`src/rtl/riscv_pkg.sv`:
```
// Shared pipeline constants: canonical NOP, forwarding-select encodings and small helpers.
package riscv_pkg;

    localparam logic [31:0] NOP     = 32'h0000_0013;
    localparam logic [1:0]  FWD_REG = 2'b00;
    localparam logic [1:0]  FWD_WB  = 2'b01;
    localparam logic [1:0]  FWD_MEM = 2'b10;

    // Encoding 2'b11 is unused and falls back to the register-file operand.
    function automatic logic [31:0] fwd_mux(input logic [1:0]  sel,
                                            input logic [31:0] reg_val,
                                            input logic [31:0] wb_val,
                                            input logic [31:0] mem_val);
        logic [31:0] res;
        case (sel)
            FWD_WB:  res = wb_val;
            FWD_MEM: res = mem_val;
            default: res = reg_val;
        endcase
        return res;
    endfunction

    function automatic logic [31:0] sat_inc(input logic [31:0] val);
        return (val == 32'hFFFF_FFFF) ? val : val + 32'd1;
    endfunction

endpackage

```
`src/rtl/pipe_reg.sv`:
```
// Generic pipeline register: async reset value, sync clear (wins over enable), load enable.
module pipe_reg
    import riscv_pkg::*;
#(
    parameter int unsigned      WIDTH   = 32,
    parameter logic [WIDTH-1:0] RST_VAL = '0,
    parameter logic [WIDTH-1:0] CLR_VAL = '0
) (
    input  logic             iclk,
    input  logic             irst,
    input  logic             ien,
    input  logic             iclr,
    input  logic [WIDTH-1:0] idata,
    output logic [WIDTH-1:0] odata
);

    logic [WIDTH-1:0] data_d;
    logic [WIDTH-1:0] data_q;

    always_comb begin
        data_d = data_q;
        if (iclr) begin
            data_d = CLR_VAL;
        end else if (ien) begin
            data_d = idata;
        end
    end

    always_ff @(posedge iclk or posedge irst) begin
        if (irst) begin
            data_q <= RST_VAL;
        end else begin
            data_q <= data_d;
        end
    end

    assign odata = data_q;

endmodule

```
`src/rtl/pipe_front_regs.sv`:
```
// Front-end pipeline state: PC, IF/ID and ID/EX registers, EX operand forwarding and
// stall/flush performance counters.
module pipe_front_regs
    import riscv_pkg::*;
#(
    parameter logic [31:0] RESET_PC = 32'h0000_0000,
    parameter int unsigned CTRL_W   = 16
) (
    input  logic              iclk,
    input  logic              irst,
    input  logic              istall_fetch,
    input  logic              istall_decod,
    input  logic              iflush_decod,
    input  logic              iflush_exect,
    input  logic [31:0]       ipc_next_fetch,
    input  logic [31:0]       ipc_fetch_plus4,
    input  logic [31:0]       iinstr_fetch,
    output logic [31:0]       opc_fetch,
    output logic [31:0]       oinstr_decod,
    output logic [31:0]       opc_decod,
    output logic [31:0]       opc_plus4_decod,
    output logic              ovalid_decod,
    input  logic [4:0]        irs1_decod,
    input  logic [4:0]        irs2_decod,
    input  logic [4:0]        ird_decod,
    input  logic [31:0]       ird1_decod,
    input  logic [31:0]       ird2_decod,
    input  logic [31:0]       iimm_ext_decod,
    input  logic [CTRL_W-1:0] ictrl_decod,
    output logic [4:0]        ors1_exect,
    output logic [4:0]        ors2_exect,
    output logic [4:0]        ord_exect,
    output logic [31:0]       ord1_exect,
    output logic [31:0]       ord2_exect,
    output logic [31:0]       oimm_ext_exect,
    output logic [31:0]       opc_exect,
    output logic [31:0]       opc_plus4_exect,
    output logic [CTRL_W-1:0] octrl_exect,
    output logic              ovalid_exect,
    input  logic [1:0]        iforward_ae,
    input  logic [1:0]        iforward_be,
    input  logic [31:0]       ialu_result_mem,
    input  logic [31:0]       iresult_wrt,
    output logic [31:0]       osrc_a_exect,
    output logic [31:0]       owrite_data_exect,
    output logic [31:0]       ostall_cnt,
    output logic [31:0]       oflush_cnt
);

    localparam int unsigned IFID_W = 97;
    localparam int unsigned IDEX_W = 176 + CTRL_W;
    // A flushed or reset IF/ID slot holds a NOP with zero PCs and valid low.
    localparam logic [IFID_W-1:0] IFID_IDLE = {1'b0, NOP, 64'h0};

    logic [IFID_W-1:0] ifid_in;
    logic [IFID_W-1:0] ifid_out;
    logic [IDEX_W-1:0] idex_in;
    logic [IDEX_W-1:0] idex_out;
    logic [31:0]       stall_cnt_d;
    logic [31:0]       stall_cnt_q;
    logic [31:0]       flush_cnt_d;
    logic [31:0]       flush_cnt_q;

    pipe_reg #(
        .WIDTH  (32),
        .RST_VAL(RESET_PC),
        .CLR_VAL(RESET_PC)
    ) u_pc_reg (
        .iclk (iclk),
        .irst (irst),
        .ien  (~istall_fetch),
        .iclr (1'b0),
        .idata(ipc_next_fetch),
        .odata(opc_fetch)
    );

    assign ifid_in = {1'b1, iinstr_fetch, opc_fetch, ipc_fetch_plus4};

    pipe_reg #(
        .WIDTH  (IFID_W),
        .RST_VAL(IFID_IDLE),
        .CLR_VAL(IFID_IDLE)
    ) u_ifid_reg (
        .iclk (iclk),
        .irst (irst),
        .ien  (~istall_decod),
        .iclr (iflush_decod),
        .idata(ifid_in),
        .odata(ifid_out)
    );

    assign {ovalid_decod, oinstr_decod, opc_decod, opc_plus4_decod} = ifid_out;

    assign idex_in = {ovalid_decod, irs1_decod, irs2_decod, ird_decod, ird1_decod, ird2_decod,
                      iimm_ext_decod, opc_decod, opc_plus4_decod, ictrl_decod};

    pipe_reg #(
        .WIDTH  (IDEX_W),
        .RST_VAL('0),
        .CLR_VAL('0)
    ) u_idex_reg (
        .iclk (iclk),
        .irst (irst),
        .ien  (1'b1),
        .iclr (iflush_exect),
        .idata(idex_in),
        .odata(idex_out)
    );

    assign {ovalid_exect, ors1_exect, ors2_exect, ord_exect, ord1_exect, ord2_exect,
            oimm_ext_exect, opc_exect, opc_plus4_exect, octrl_exect} = idex_out;

    assign osrc_a_exect      = fwd_mux(iforward_ae, ord1_exect, iresult_wrt, ialu_result_mem);
    assign owrite_data_exect = fwd_mux(iforward_be, ord2_exect, iresult_wrt, ialu_result_mem);

    // A cycle with both flushes still counts as a single flush event.
    always_comb begin
        stall_cnt_d = istall_fetch ? sat_inc(stall_cnt_q) : stall_cnt_q;
        flush_cnt_d = (iflush_decod | iflush_exect) ? sat_inc(flush_cnt_q) : flush_cnt_q;
    end

    always_ff @(posedge iclk or posedge irst) begin
        if (irst) begin
            stall_cnt_q <= 32'h0;
            flush_cnt_q <= 32'h0;
        end else begin
            stall_cnt_q <= stall_cnt_d;
            flush_cnt_q <= flush_cnt_d;
        end
    end

    assign ostall_cnt = stall_cnt_q;
    assign oflush_cnt = flush_cnt_q;

endmodule

```
`config.mk`:
```
export PLATFORM = sky130hd
export DESIGN_NAME = pipe_front_regs
export DESIGN_NICKNAME = d
export VERILOG_FILES = /design/src/rtl/riscv_pkg.sv /design/src/rtl/pipe_reg.sv /design/src/rtl/pipe_front_regs.sv
export SDC_FILE = /design/constraint.sdc
export NUM_CORES = 1
export LEC_CHECK = 0
export ABC_AREA = 1
export CAP_MARGIN = 20
export CORE_AREA = 3 3 286 288
export DETAILED_ROUTE_END_ITERATION = 10
export DIE_AREA = 0 0 289 291
export GPL_TIMING_DRIVEN = 0
export PLACE_DENSITY = 0.58
export SYNTH_ARGS = -nofsm -noshare
export SYNTH_HDL_FRONTEND = slang
export SYNTH_SLANG_ARGS = --single-unit
```
`constraint.sdc`:
```
create_clock -name iclk -period 13.32 [get_ports iclk]
set_clock_uncertainty 0.1 [all_clocks]
set_input_delay 1.998 -clock iclk [delete_from_list [all_inputs] [get_ports iclk]]
set_output_delay 1.998 -clock iclk [all_outputs]
set_load 0.05 [all_outputs]
```
Yosys cells after proc, flatten, opt, wreduce, memory -nomap -nowiden:

Cells that the tools add are included.

* flip-flop bits (word level): 385
* input port bits: 297
* logic and storage cells: 24

* $add $sub $neg: 2
* eq/ne operators: 7
* mux-type cells: 5
* bitwise operators: 3
* reductions and logical operators: 2

Operators with widths (count)
* $mux W97: 2
* $mux W192: 1
* $pmux W32 S2: 2
* $add A32 B1 Y32 const B: 2
* $eq A32 B32 Y1 const B: 2
* $eq A2 B1 Y1 const B: 2
* $eq A2 B2 Y1 const B: 2
* $reduce_and A2 Y1: 2
* $ne A2 B1 Y1 const B: 1
* $not A1 Y1: 2
* $or A1 B1 Y1: 1

Logic depth before layout (Yosys ltp):

* depth after elaboration: 3
* gate-level depth with buffers: 11

Modules after synthesis:

From an unflattened synthesis, not the netlist that was laid out.

* cell total of the unflattened synthesis: 2380
* area total of the unflattened synthesis: 18392.6 um^2

By module, submodules not included
* pipe_reg (u_idex_reg): times used 1, cells an instance 834, area each 7529.7 um^2
* pipe_front_regs: times used 1, cells an instance 983, area each 5723.0 um^2
* pipe_reg (u_ifid_reg): times used 1, cells an instance 422, area each 3816.2 um^2
* pipe_reg (u_pc_reg): times used 1, cells an instance 141, area each 1323.8 um^2

Worst setup path after synthesis:

Ideal clock, no wire load.

* path type: in2out
* start point: input iforward_ae[0]
* end point: output osrc_a_exect[0]
* arrival time: 3657 ps
* required time: 11222 ps
* slack: 7565 ps
* stages on the path: 7
* cells stage by stage: inv_1 ha_1 clkbuf_1 inv_1 clkbuf_1 nor2_1 a21oi_1

* longest elaborated chain between the ends: 2
* elaborated cells on any way between the ends: 3

RTL lines
* start: declaration: line pipe_front_regs.sv:40 `input logic [1:0] iforward_ae,`
* $eq A2 B2 Y1 / $eq A2 B1 Y1 (equally long branches): line riscv_pkg.sv:15 `case (sel)`
* $pmux W32 S2 *: line riscv_pkg.sv:15
* end: declaration: line pipe_front_regs.sv:44 `output logic [31:0] osrc_a_exect,`

Every way passes the cells marked *; elsewhere a longest branch is shown, timed or not.

Worst setup path after layout:

* start point: input iforward_ae[0]
* end point: output osrc_a_exect[1]

Same word-level chain as after synthesis.

==> run metrics <==
TritonCTS buffer count=48; num ports=746; GPL Wtd Cong=0.9236; top cell type's share of synthesized area=57.19%; Post-DP Area=25,600 µm²; TritonCTS clock tree=done; Die Y=291 µm; core area=79,130 µm²; Worst-Margin Slew=0.9437 ns; FP Rows=103; PostCTS Resize Cnt=0; clk slew on worst S/H paths=0.06 ns; H-tree depth=2; synth top area cells=dfrtp_1 57%, nand2_1 10%, nor2_1 7.9%; via count=16,400; Ys Warns=0; Distinct cells, synth=29; GRT overflow=0; gr busiest metal=met2; initial antenna violation count=8; Crit Path Category=input pin to primary output; Slew Limit Fails=0; first-pass GRT wire length=112.4 mm; filler instances=8,265; M3 GR Usage=4.808%; register area share after synthesis=57.66%; Final ANT Viol Nets=0; Tmin final=7.363 ns; Synth Register Bits=385; Post-CTS Hold Fix Bufs=0; Initial Utilization=21.12%; WHS=0.4000 ns; Worst Setup Start Kind=input pin; Cells after Synth=1,994; period utilization=55.27%; Max FO, Critical Path=10; DRC=0; Peak Freq=135.8 MHz; WP data required=11.22 ns; endpoints failing setup=0; worst vdd ir=88.12 µV; nets=3,095; Multi-input gate area=5739 µm²; DR iter-0 viols=728; largest net degree at the start of global routing=114; unrepaired setup endpoints after global routing=false; area of the die=84,100 µm²; status=finished clean; Rel. slew slack=37.09%; Max Buffers Root-to-Sink=3; post-synthesis average cell area=8.383 µm²; root buf cell=clkbuf_16; clock tree sinks=385; Via density=4.226; register area=9638 µm²; Post-Syn Area=16,710 µm²; share of layout cells above drive strength 1=5.125%; Hold WC Path Type=flop to flop; Fin. Hold Viols=0; final instance area=27,260 µm²; drt total wl=78.97 mm; Detailed Routing Iterations Pass 1=5; PD cells=131.7 nW/µm²; PortBufs=743; met1 usage=20.76%; Worst-Skew Late Latency=0.57 ns; max_cap viols=0; hpwl dp=62.40 mm; met2 usage=31.20%; leading area contributor after synthesis=dfrtp_1; Mapped Nets=2,297; Post-CTS Setup Repair Bufs=0; vias in the first global route=16,310; Leak Pwr=12.28 nW; Routed WL per cell=20.35 µm; critical path capture point type=primary output; GRT Overall Usage=18.00%; Syn-to-layout area delta=63.07%; Die Span X=289 µm; worst path arrival time=5.26 ns
## through the flow
stage          setup WS (ns)  std cells  setup TNS (ns)  power [mW]  util, %
5_1_grt                5.859       3880               0       3.737    34.44
4_1_cts                5.944       3879               0       3.650    34.44
2_1_floorplan         0.5278       1994               0       1.825        -
6_report               5.957       3881               0       3.591    34.45
3_5_place_dp           5.949       3792               0       2.251    32.35
3_3_place_gp          -5.247       3787        -1973.87       2.246    32.18
## cells in the mapped netlist (all sizes together)
library cell / number
xor2: 16
clkbuf: 77
nand2: 473
nand3b: 10
nor2: 361
nor3: 8
inv: 247
dfrtp: 382
nand3: 147
o21ai: 72
dfstp: 3
clkinv: 1
xnor2: 9
ha: 6
a21boi: 1
mux2: 32
buf: 18
nand4: 1
a21oi: 130
## cell type report
cell class,count,area share [%]
sequential,385,35.36
timing repair buffer,748,27.75
multi-input combinational,1266,21.06
clock buffer,76,5.417
tap,1050,4.820
inverter,248,3.452
buffer,95,1.483
clock inverter,11,0.6473
antenna,2,0.01836
## critical path, stage by stage
cell and delay, ns:
clkdlybuf4s50_1 0.49, inv_1 0.05, ha_1 0.27, clkbuf_1 0.19, inv_1 0.19, clkbuf_1 0.50
nor2_1 0.18, a21oi_1 0.48, clkdlybuf4s50_1 0.91
## report_power, final
part	switching [mW]	leakage, nW	internal [mW]	total (mW)
Sequential	0.0594	5.06	1.24	1.30
Combinational	0.618	6.41	0.307	0.925
Clock	0.533	0.811	0.834	1.37
Total	1.21	12.3	2.38	3.59
## metal layers
metal,part of all wire [%],vias up,wire length (µm)
met2,49,684,38470
met1,39,7812,30430
met5,0.030,-,24
met4,4.5,4,3516
met3,8.3,140,6526
li1,-,7760,-
## cell families after synthesis
group,synth area share [%]
xor+xnor,1.310
flops,57.66
fa+ha+maj,0.4491
buf+inv,8.002
simple gates,24.31
compound gates,6.116
mux,2.156
## state kept, by name, indices dropped and copies added, names as in the netlist
register	cells
oflush_cnt	32
ostall_cnt	32
u_idex_reg.odata	192
u_ifid_reg.odata	97
u_pc_reg.odata	32
## layout by cell type (no fill, tap or decap), types with 5 or more instances in the layout
cell | netlist | layout
a21oi_1 | 129 | 129
buf_1 | 6 | 6
buf_2 | 5 | 5
clkbuf_1 | 77 | 88
clkbuf_16 | 0 | 48
clkbuf_8 | 0 | 17
clkdlybuf4s50_1 | 0 | 743
dfrtp_1 | 382 | 382
ha_1 | 6 | 6
inv_1 | 246 | 245
mux2_2 | 32 | 32
nand2_1 | 467 | 467
nand3_1 | 147 | 147
nand3b_1 | 9 | 9
nor2_1 | 354 | 354
nor3_1 | 8 | 8
o21ai_0 | 72 | 72
xnor2_1 | 9 | 9
xor2_1 | 16 | 16
## path summary, 6_finish.rpt
kind / from / endpoint / slack [ns] / cells after the start
worst max-delay path: iforward_ae[0] / osrc_a_exect[1] / 5.96 / 9
worst min-delay path: u_ifid_reg.odata[19]$_DFFE_PP0P_ / u_idex_reg.odata[35]$_DFF_PP0_ / 0.40 / 2
worst max register to register: ostall_cnt[0]$_DFFE_PP0P_ / ostall_cnt[31]$_DFFE_PP0P_ / 11.20 / 11
worst min register to register: u_ifid_reg.odata[19]$_DFFE_PP0P_ / u_idex_reg.odata[35]$_DFF_PP0_ / 0.40 / 2
max in group asynchronous: irst / u_pc_reg.odata[19]$_DFFE_PP0N_ / 10.21 / 4
min in group asynchronous: irst / u_idex_reg.odata[153]$_DFF_PP0_ / 1.80 / 3
(Power assumes the default switching activity.)
